--- config.mk ---
export PLATFORM = sky130hd
export DESIGN_NAME = if_stage
export DESIGN_NICKNAME = d
export VERILOG_FILES = /design/src/rtl/if_stage.sv
export SDC_FILE = /design/constraint.sdc
export NUM_CORES = 1
export LEC_CHECK = 0
export CAP_MARGIN = 20
export CORE_MARGIN = 2
export CORE_UTILIZATION = 44
export DETAILED_ROUTE_END_ITERATION = 8
export PLACE_DENSITY = 0.87
export SLEW_MARGIN = 20
export SYNTH_ARGS = -nofsm -noshare
export SYNTH_HDL_FRONTEND = slang
export SYNTH_SLANG_ARGS = --single-unit
export TNS_END_PERCENT = 100
--- constraint.sdc ---
create_clock -name clk -period 2.3 [get_ports clk]
set_clock_uncertainty 0.05 [all_clocks]
set_input_delay 0.345 -clock clk [delete_from_list [all_inputs] [get_ports clk]]
set_output_delay 0.345 -clock clk [all_outputs]
set_load 0.05 [all_outputs]
--- src/rtl/if_stage.sv ---
// Instruction fetch stage: PC register, fetch handshake FSM with skid buffer and
// pending-redirect drain, and the IF/ID pipeline register.
module if_stage #(
    parameter logic [31:0] RESET_PC  = 32'h0000_0000,
    parameter logic [31:0] NOP_INSTR = 32'h0000_0013
) (
    input  logic        clk,
    input  logic        rst,
    input  logic        PCWrite,
    input  logic        stall_IF_ID,
    input  logic        flush_IF_ID,
    input  logic        Branch_taken_ID,
    input  logic [31:0] branch_target_ID,
    input  logic        Jump_MEM,
    input  logic [31:0] jump_target_MEM,
    output logic        imem_req,
    output logic [31:0] imem_addr,
    input  logic        imem_ready,
    input  logic [31:0] imem_rdata,
    output logic [31:0] instr_ID,
    output logic [31:0] pc_ID,
    output logic [31:0] pc4_ID,
    output logic        valid_ID,
    output logic        fetch_busy
);

    typedef enum logic [1:0] {
        FETCH   = 2'd0,
        WAIT_RD = 2'd1,
        HELD    = 2'd2,
        DRAIN   = 2'd3
    } state_t;

    state_t      state, state_next;
    logic [31:0] pc, pc_next;
    logic [31:0] skid_data, skid_data_next;
    logic        skid_valid, skid_valid_next;
    logic [31:0] pend_target, pend_target_next;
    logic        pend_valid, pend_valid_next;
    logic [31:0] instr_next, pc_id_next, pc4_id_next;
    logic        valid_next;

    logic        hold;
    logic        redirect;
    logic [31:0] target;
    logic [31:0] pc_plus4;

    assign hold     = stall_IF_ID | ~PCWrite;
    assign redirect = Jump_MEM | Branch_taken_ID;
    assign target   = (Jump_MEM ? jump_target_MEM : branch_target_ID) & ~32'h3;
    assign pc_plus4 = pc + 32'd4;

    assign imem_addr  = pc;
    assign imem_req   = ~rst & (state != HELD);
    assign fetch_busy = ~rst & ((state == WAIT_RD) | (state == DRAIN));

    always_ff @(posedge clk) begin
        if (rst) begin
            state       <= FETCH;
            pc          <= RESET_PC & ~32'h3;
            skid_data   <= 32'h0;
            skid_valid  <= 1'b0;
            pend_target <= 32'h0;
            pend_valid  <= 1'b0;
            instr_ID    <= NOP_INSTR;
            pc_ID       <= 32'h0;
            pc4_ID      <= 32'h0;
            valid_ID    <= 1'b0;
        end else begin
            state       <= state_next;
            pc          <= pc_next;
            skid_data   <= skid_data_next;
            skid_valid  <= skid_valid_next;
            pend_target <= pend_target_next;
            pend_valid  <= pend_valid_next;
            instr_ID    <= instr_next;
            pc_ID       <= pc_id_next;
            pc4_ID      <= pc4_id_next;
            valid_ID    <= valid_next;
        end
    end

    // PC and fetch-handshake sequencing; a request is never abandoned while
    // memory still owes data, so redirects during a wait go through DRAIN.
    always_comb begin
        state_next       = state;
        pc_next          = pc;
        skid_data_next   = skid_data;
        skid_valid_next  = skid_valid;
        pend_target_next = pend_target;
        pend_valid_next  = pend_valid;
        case (state)
            FETCH, WAIT_RD: begin
                if (redirect) begin
                    skid_valid_next = 1'b0;
                    if (imem_ready) begin
                        pc_next    = target;
                        state_next = FETCH;
                    end else begin
                        pend_target_next = target;
                        pend_valid_next  = 1'b1;
                        state_next       = DRAIN;
                    end
                end else if (imem_ready) begin
                    if (hold) begin
                        skid_data_next  = imem_rdata;
                        skid_valid_next = 1'b1;
                        state_next      = HELD;
                    end else begin
                        pc_next    = pc_plus4;
                        state_next = FETCH;
                    end
                end else begin
                    state_next = WAIT_RD;
                end
            end
            HELD: begin
                if (redirect) begin
                    pc_next         = target;
                    skid_valid_next = 1'b0;
                    state_next      = FETCH;
                end else if (!hold) begin
                    pc_next         = pc_plus4;
                    skid_valid_next = 1'b0;
                    state_next      = FETCH;
                end
            end
            DRAIN: begin
                if (redirect) begin
                    pend_target_next = target;
                    pend_valid_next  = 1'b1;
                end
                if (imem_ready) begin
                    if (redirect) begin
                        pc_next = target;
                    end else if (pend_valid) begin
                        pc_next = pend_target;
                    end
                    pend_valid_next = 1'b0;
                    state_next      = FETCH;
                end
            end
            default: begin
                state_next = FETCH;
            end
        endcase
    end

    // IF/ID register: a bubble keeps pc_ID/pc4_ID and only replaces the word.
    always_comb begin
        instr_next  = instr_ID;
        pc_id_next  = pc_ID;
        pc4_id_next = pc4_ID;
        valid_next  = valid_ID;
        if (redirect || flush_IF_ID) begin
            instr_next = NOP_INSTR;
            valid_next = 1'b0;
        end else if (!hold) begin
            case (state)
                FETCH, WAIT_RD: begin
                    if (imem_ready) begin
                        instr_next  = imem_rdata;
                        pc_id_next  = pc;
                        pc4_id_next = pc_plus4;
                        valid_next  = 1'b1;
                    end else begin
                        instr_next = NOP_INSTR;
                        valid_next = 1'b0;
                    end
                end
                HELD: begin
                    instr_next  = skid_data;
                    pc_id_next  = pc;
                    pc4_id_next = pc_plus4;
                    valid_next  = skid_valid;
                end
                default: begin
                    instr_next = NOP_INSTR;
                    valid_next = 1'b0;
                end
            endcase
        end
    end

endmodule
* Word level (Yosys, flattened, before mapping)
Index checks and enable logic that the tools add are counted.
** Cells by class
- Add/sub/neg operators :: 1
- Multiply operators :: 0
- Div/mod/pow operators :: 0
- $lt $le $gt $ge :: 0
- Equality and inequality tests :: 14
- Shift-type cells :: 0
- Muxes and demuxes :: 41
- Bitwise gates (word level) :: 10
- Reduce and logical (&&, ||, !) cells :: 13
** Operators by type and width (number)
- two-way mux 32 bit :: 15
- one-hot mux 32 bit (2 select lines) :: 4
- one-hot mux 32 bit (3 select lines) :: 1
- adder 32 x 3 -> 32 bit (second input constant) :: 1
- AND reduction 4 bit :: 5
- != test 3 bit (second input constant) :: 5
- two-way mux 2 bit :: 7
- != test 2 bit (second input constant) :: 6
- two-way mux 1 bit :: 10
- one-hot mux 1 bit (2 select lines) :: 3
- one-hot mux 2 bit (3 select lines) :: 1
- NOT 1 bit :: 5
- == test 2 bit (second input constant) :: 2
- nonzero test 2 bit :: 2
- OR reduction 2 bit :: 2
- OR 1 bit :: 3
- AND reduction 3 bit :: 1
- AND 1 bit :: 2
- == test 2 x 1 -> 1 bit (second input constant) :: 1
- logical NOT 2 bit :: 1
- AND reduction 2 bit :: 1
- logical OR 1 bit :: 1
** Word-level totals
- Register bits after elaboration :: 197
- Bits in latches :: 0
- Memory bits (writable) :: 0
- Memory bits (read-only) :: 0
- Input port bits :: 104
- Memories kept :: 0

* Longest topological paths before layout
Gate-level depths: netlist (run 1).
- Depth in word-level cells :: 6
- Depth in mapped cells :: 10
- Depth with buffers taken out :: 6

* Worst setup path after synthesis (run 1)
Ideal clock, no wire load.
- Path type :: reg-to-reg
- Start :: register pc[10] (netlist: imem_addr[10])
- End :: register pc4_ID[22]
- Data arrival time :: 2.455 ns
- Data required time :: 2.171 ns
- Setup slack :: -0.285 ns
- Cell stages (with the launch flop) :: 7
- Path buffers :: 1
- Clock period less this slack :: 2.585 ns
- Cells stage by stage :: dfxtp_1 > buf_4 > nand4_4 > or4_4 > or4_4 > xor2_1 > a211oi_2
** Between the ends
- Longest elaborated chain between the ends :: 3
** RTL lines
- start, declared :: line 35 : logic [31:0] pc, pc_next;
- start signal, assigned :: line 60 : pc <= RESET_PC & ~32'h3;
- start signal, assigned :: line 71 : pc <= pc_next;
- adder 32 x 3 -> 32 bit * :: line 51 : assign pc_plus4 = pc + 32'd4;
- two-way mux 32 bit :: line 161 : if (imem_ready) begin
- one-hot mux 32 bit (2 select lines) * :: line 159 : case (state)
- end signal, assigned :: line 78 : pc4_ID <= pc4_id_next;
- end, declared :: line 22 : output logic [31:0] pc4_ID,
Every way passes the cells marked *; elsewhere a longest branch is shown, timed or not. The select of a mux whose other input is x is not followed.
A chain may end at the register's enable or synchronous reset.

* Worst setup path after layout (run 1)
- Start :: register pc[28] (netlist: imem_addr[28])
- End :: output imem_addr[28]
** RTL lines
- end, declared :: line 17 : output logic [31:0] imem_addr,
No word-level cell between the ends.

==> results of run 1 <==
## where the power goes
group / switching (mW) / total [mW] / internal, mW
clock: 1.51 / 3.00 / 1.49
sequential: 0.148 / 3.58 / 3.43
combinational: 0.969 / 1.65 / 0.684
total: 2.63 / 8.23 / 5.60
## cells by family (layout without fill, tap and decap cells)
family | Yosys count | count (layout) | synth area share
fa+ha+maj | 1 | 1 | 0.00147
other cells | 1 | 6 | 0.000442
buf+inv | 117 | 369 | 0.0588
xor+xnor | 27 | 27 | 0.0278
compound gates | 318 | 318 | 0.243
simple gates | 420 | 420 | 0.217
flops | 189 | 189 | 0.446
mux | 5 | 5 | 0.00589
## flip-flops by register name (all words and copies together), names as in the netlist
signal / cells
pend_valid: 1
skid_data: 32
state: 2
imem_addr: 30
pc4_ID: 30
pend_target: 30
skid_valid: 1
valid_ID: 1
pc_ID: 30
instr_ID: 32
## layout by cell type (no fill, tap or decap), types with 5 or more instances in the layout
master and n:
and3_1 6, buf_4 92, nor4_1 7, dfxtp_1 173
o21ai_0 21, clkdlybuf4s50_1 220, nor3_1 17, dfxtp_4 5
clkbuf_16 17, a21oi_1 117, mux2i_1 5, nand3_1 17
xor2_1 12, o22a_1 6, o22ai_1 31, a221oi_1 9
nand2b_1 5, dfxtp_2 11, conb_1 6, clkinv_8 6
inv_1 11, buf_12 11, nor2b_1 5, nand2_1 159
nor2_1 165, xnor2_1 15, a22oi_1 33, a211oi_1 59
nand4_1 7
## layout make-up
class	instances	area, um^2	share of cell area
clock buffers	17	425	0.0348
clock inverters	15	193	0.0158
inverters	12	45.0	0.00369
multi-input cells	777	4280	0.350
flip-flops and latches	189	3820	0.312
well taps	260	325	0.0266
repair buffers	325	3140	0.257
## stage by stage
step	area (um^2)	setup TNS, ns
after floorplan	8560	-0.0000941
after global placement	11600	-2.65
after detailed placement	11600	-4.55
after CTS	12200	0
after global routing	12200	0
final	12200	0
## timing repair
item | in CTS | in global routing
gates resized for setup | 1 | 3
hold endpoints to repair | 0 | 0
endpoints found under the setup margin | 1 | 3
## routing by layer
metal  GRT usage  vias up  wire length (um)
met4       0.115        0               938
li1            -     4298                 -
met3      0.0641       63              2170
met5           0        -                 0
met2       0.430      432             12800
met1       0.348     4236             11600
## Yosys cell counts, drive strengths merged, types with 15 or more instances
cell type,instances,share of area
nand2,159,0.070
dfxtp,189,0.45
buf,25,0.018
a22oi,33,0.029
nor3,18,0.011
o21ai,22,0.013
clkbuf,80,0.036
o22ai,31,0.023
a211oi,60,0.054
nand3,18,0.011
a21oi,117,0.069
xnor2,15,0.015
nor2,167,0.074
## path summary, 6_finish.rpt
kind	from	end	slack, ns	depth (start not counted)
worst max-delay path	imem_addr[28]	imem_addr[28]	0.05	1
worst min-delay path	rst	pend_target[2]	0.28	2
worst max register to register	imem_addr[10]	pc4_ID[22]	0.13	5
worst min register to register	pc_ID[11]	pc_ID[11]	0.41	2
==> impl_metrics.json, run 1 <==
{
  "vias": 9029,
  "start_kind": "register",
  "cts_buffers": 17,
  "cp.arrival_ns": 1.85,
  "dp_hpwl_um": 19700,
  "clk_pin_slew_ns": 0.07,
  "die_w_um": 143,
  "ys_seq_area_frac": 0.446,
  "drtIter0Drc": 911,
  "die_h_um": 143,
  "hp-class": "in -> reg",
  "antenna_found_initial": 0,
  "via_per_inst": 5.66,
  "gp_congestion": 0.903,
  "rows": 50,
  "rsz0062_at_grt": "false",
  "power_mw": 8.23,
  "avgSynthCellArea_um2": 7.88,
  "grt_pass1_wl_um": 43700,
  "core_um2": 18800,
  "synth_cell_types": 64,
  "timing_hold_violations_final": 0,
  "max_freq_mhz": 445,
  "powerDensity_nw_per_um2": 673,
  "min_period_ns": 2.25,
  "die-area_um2": 20400,
  "layout-drive-gt1-share": 0.130,
  "final_nets": 1427,
  "port_buffers": 224,
  "cp_max_fo": 8,
  "drt_wl_total_um": 27600,
  "timing.final.ws_setup_ns": 0.0538,
  "tightest_slew_ns": 0.561,
  "worst-setup-path-type": "reg -> out",
  "setup_violations": 0,
  "grt_remaining_overflow": 0,
  "finalNonFillerCells": 1595,
  "critPathBufInv": 1,
  "max_stage_delay_ns": 0.91,
  "slew_viol_final": 0,
  "period_share": 0.977,
  "diodes": 0,
  "grt_start_max_net_pins": 40,
  "synth_area_um2": 8490,
  "cp-end-kind": "output port",
  "slew_headroom": 0.625,
  "maxCapViolations": 0,
  "num-fill-cells": 1452,
  "wl_per_cell_um": 17.3,
  "place_ws_ns": -0.149,
  "crit_slowest_cell": "clkdlybuf4s50_1",
  "cts_hold_buf": 0,
  "ant_nets": 0,
  "h-tree-depth": 4,
  "cts_setup_buffers": 0,
  "crit_chain": "clkdlybuf4s50_1",
  "cts_root_buffer": "clkbuf_16",
  "power.leakage_nw": 4.30,
  "clkLatencyLatePin_ns": 0.45,
  "synth_seq_cells": 189,
  "cp.required_ns": 1.90,
  "fin_util": 0.649,
  "floorplan.initialDensity": 0.451,
  "holdWs_ns": 0.280,
  "ys.flop_type": "dfxtp_1",
  "status": "finished, final reports clean",
  "irDropWorstVdd_uv": 524,
  "grtUsageTotal": 0.269,
  "yosysWarnings": 0,
  "synth-edff-count": 0,
  "crit_family": "buffers and inverters",
  "grt_pass1_vias": 8545,
  "cts_tree": "built",
  "area_growth_pct": 43.9,
  "drt_first_pass_iters": 6,
  "num_io_pins": 235,
  "route.detailed.drc": 0,
  "synthCells": 1078,
  "place_inst": 1563,
  "cts_buffer_depth": 2,
  "synthArstFlopShare": 0,
  "cts.sinks": 189
}
(Power assumes the default switching activity.)
==> inputs of run 2 (changes only) <==
Settings changed: CORE_MARGIN 2 to default.
==> impl_metrics.json, run 2 (synthesized netlist as in run 1, its figures left out) <==
{
  "status": "finished, final reports clean",
  "core_um2": 18800,
  "vias": 9010,
  "grt_pass1_vias": 8316,
  "route.detailed.drc": 0,
  "crit_slowest_cell": "or4_4",
  "cp.arrival_ns": 2.57,
  "cts_hold_buf": 0,
  "port_buffers": 224,
  "via_per_inst": 5.69,
  "rrSetupSlack_ns": 0.01,
  "start_kind": "register",
  "max_stage_delay_ns": 0.52,
  "area_growth_pct": 42.4,
  "multi_input_area_um2": 4270,
  "cp-end-kind": "register",
  "cts_root_buffer": "clkbuf_16",
  "diodes": 0,
  "die_h_um": 141,
  "grt_pass1_wl_um": 43000,
  "num_io_pins": 235,
  "cts_buffer_depth": 2,
  "drt_wl_total_um": 27100,
  "cts_buffers": 17,
  "clkLatencyLatePin_ns": 0.44,
  "setup_tns_ns": 0,
  "crit_family": "simple AND/OR/NAND/NOR gates",
  "critPathBufInv": 1,
  "die_w_um": 141,
  "power.leakage_nw": 4.22,
  "drt_first_pass_iters": 5,
  "slew_viol_final": 0,
  "slew_headroom": 0.600,
  "cts.repair.resized": 0,
  "cts_setup_buffers": 0,
  "rsz0062_at_grt": "false",
  "irDropWorstVdd_uv": 581,
  "tightest_slew_ns": 0.594,
  "grt_remaining_overflow": 0,
  "floorplan.initialDensity": 0.451,
  "gp_congestion": 0.919,
  "antenna_found_initial": 0,
  "dp_hpwl_um": 19300,
  "layout-drive-gt1-share": 0.121,
  "maxCapViolations": 0,
  "place_inst": 1552,
  "timing_hold_violations_final": 0,
  "layout_commonest_cell": "clkdlybuf4s50_1",
  "ant_nets": 0,
  "regArea_um2": 3810,
  "worst-setup-path-type": "reg -> reg",
  "num-fill-cells": 1520,
  "rows": 50,
  "cts.sinks": 189,
  "max_freq_mhz": 437,
  "period_share": 0.995,
  "finalNonFillerCells": 1584,
  "dpl_cell_area_um2": 11500,
  "min_period_ns": 2.29,
  "die-area_um2": 19900,
  "grt_start_max_net_pins": 66,
  "grtUsageTotal": 0.272,
  "powerDensity_nw_per_um2": 669,
  "wl_per_cell_um": 17.1,
  "cp_max_fo": 7,
  "final_cell_mix": "clkdlybuf4s50_1 (221), dfxtp_1 (174), nor2_1 (165)",
  "crit_chain": "nand4_1 > or4_4 > buf_4 > nor3_1 > o21ai_0 > a211oi_1",
  "cp.required_ns": 2.58,
  "setup_violations": 0,
  "drtIter0Drc": 1011,
  "clk_pin_slew_ns": 0.07,
  "fin_area_um2": 12100,
  "final_nets": 1416,
  "top_regs": "instr_ID x32, skid_data x32",
  "h-tree-depth": 4,
  "cts_tree": "built",
  "hp-class": "in -> reg"
}
run 2: path summary, 6_finish.rpt:
kind | start | to | depth (start not counted)
min reg2reg | pc_ID[24] | pc_ID[24] | 2
max | imem_addr[14] | imem_addr[21] | 6
min | rst | pend_target[2] | 2
max reg2reg | imem_addr[14] | imem_addr[21] | 6
run 2: metal layers:
metal  global-route usage  routed length, um  part of all wire
met5                    0                  0                 0
met4                0.101                878             0.032
met3               0.0499               2480             0.091
met2                0.447              12800              0.47
met1                0.355              11000              0.41
run 2: power by group:
part	switching, mW	internal (mW)
registers	0.138	3.43
clock network	1.42	1.45
logic	0.981	0.669
total	2.54	5.55
run 2: cell type report:
type | count | area share
multi-input cells | 777 | 0.353
inverters | 12 | 0.00372
clock inverters | 14 | 0.0123
clock buffers | 18 | 0.0355
flip-flops and latches | 189 | 0.315
well taps | 260 | 0.0269
repair buffers | 314 | 0.253
run 2: per-stage QoR:
step | hold slack [ns] | utilization | power (mW) | setup WS (ns)
5_1_grt | 0.287 | 0.642 | 8.35 | 0.00267
2_1_floorplan | 0.374 | - | 4.57 | -0.0000941
3_3_place_gp | 0.392 | 0.612 | 5.21 | -0.0471
4_1_cts | 0.275 | 0.642 | 8.08 | 0.0396
3_5_place_dp | 0.398 | 0.612 | 5.26 | -0.0925
6_report | 0.288 | 0.642 | 8.09 | 0.0105
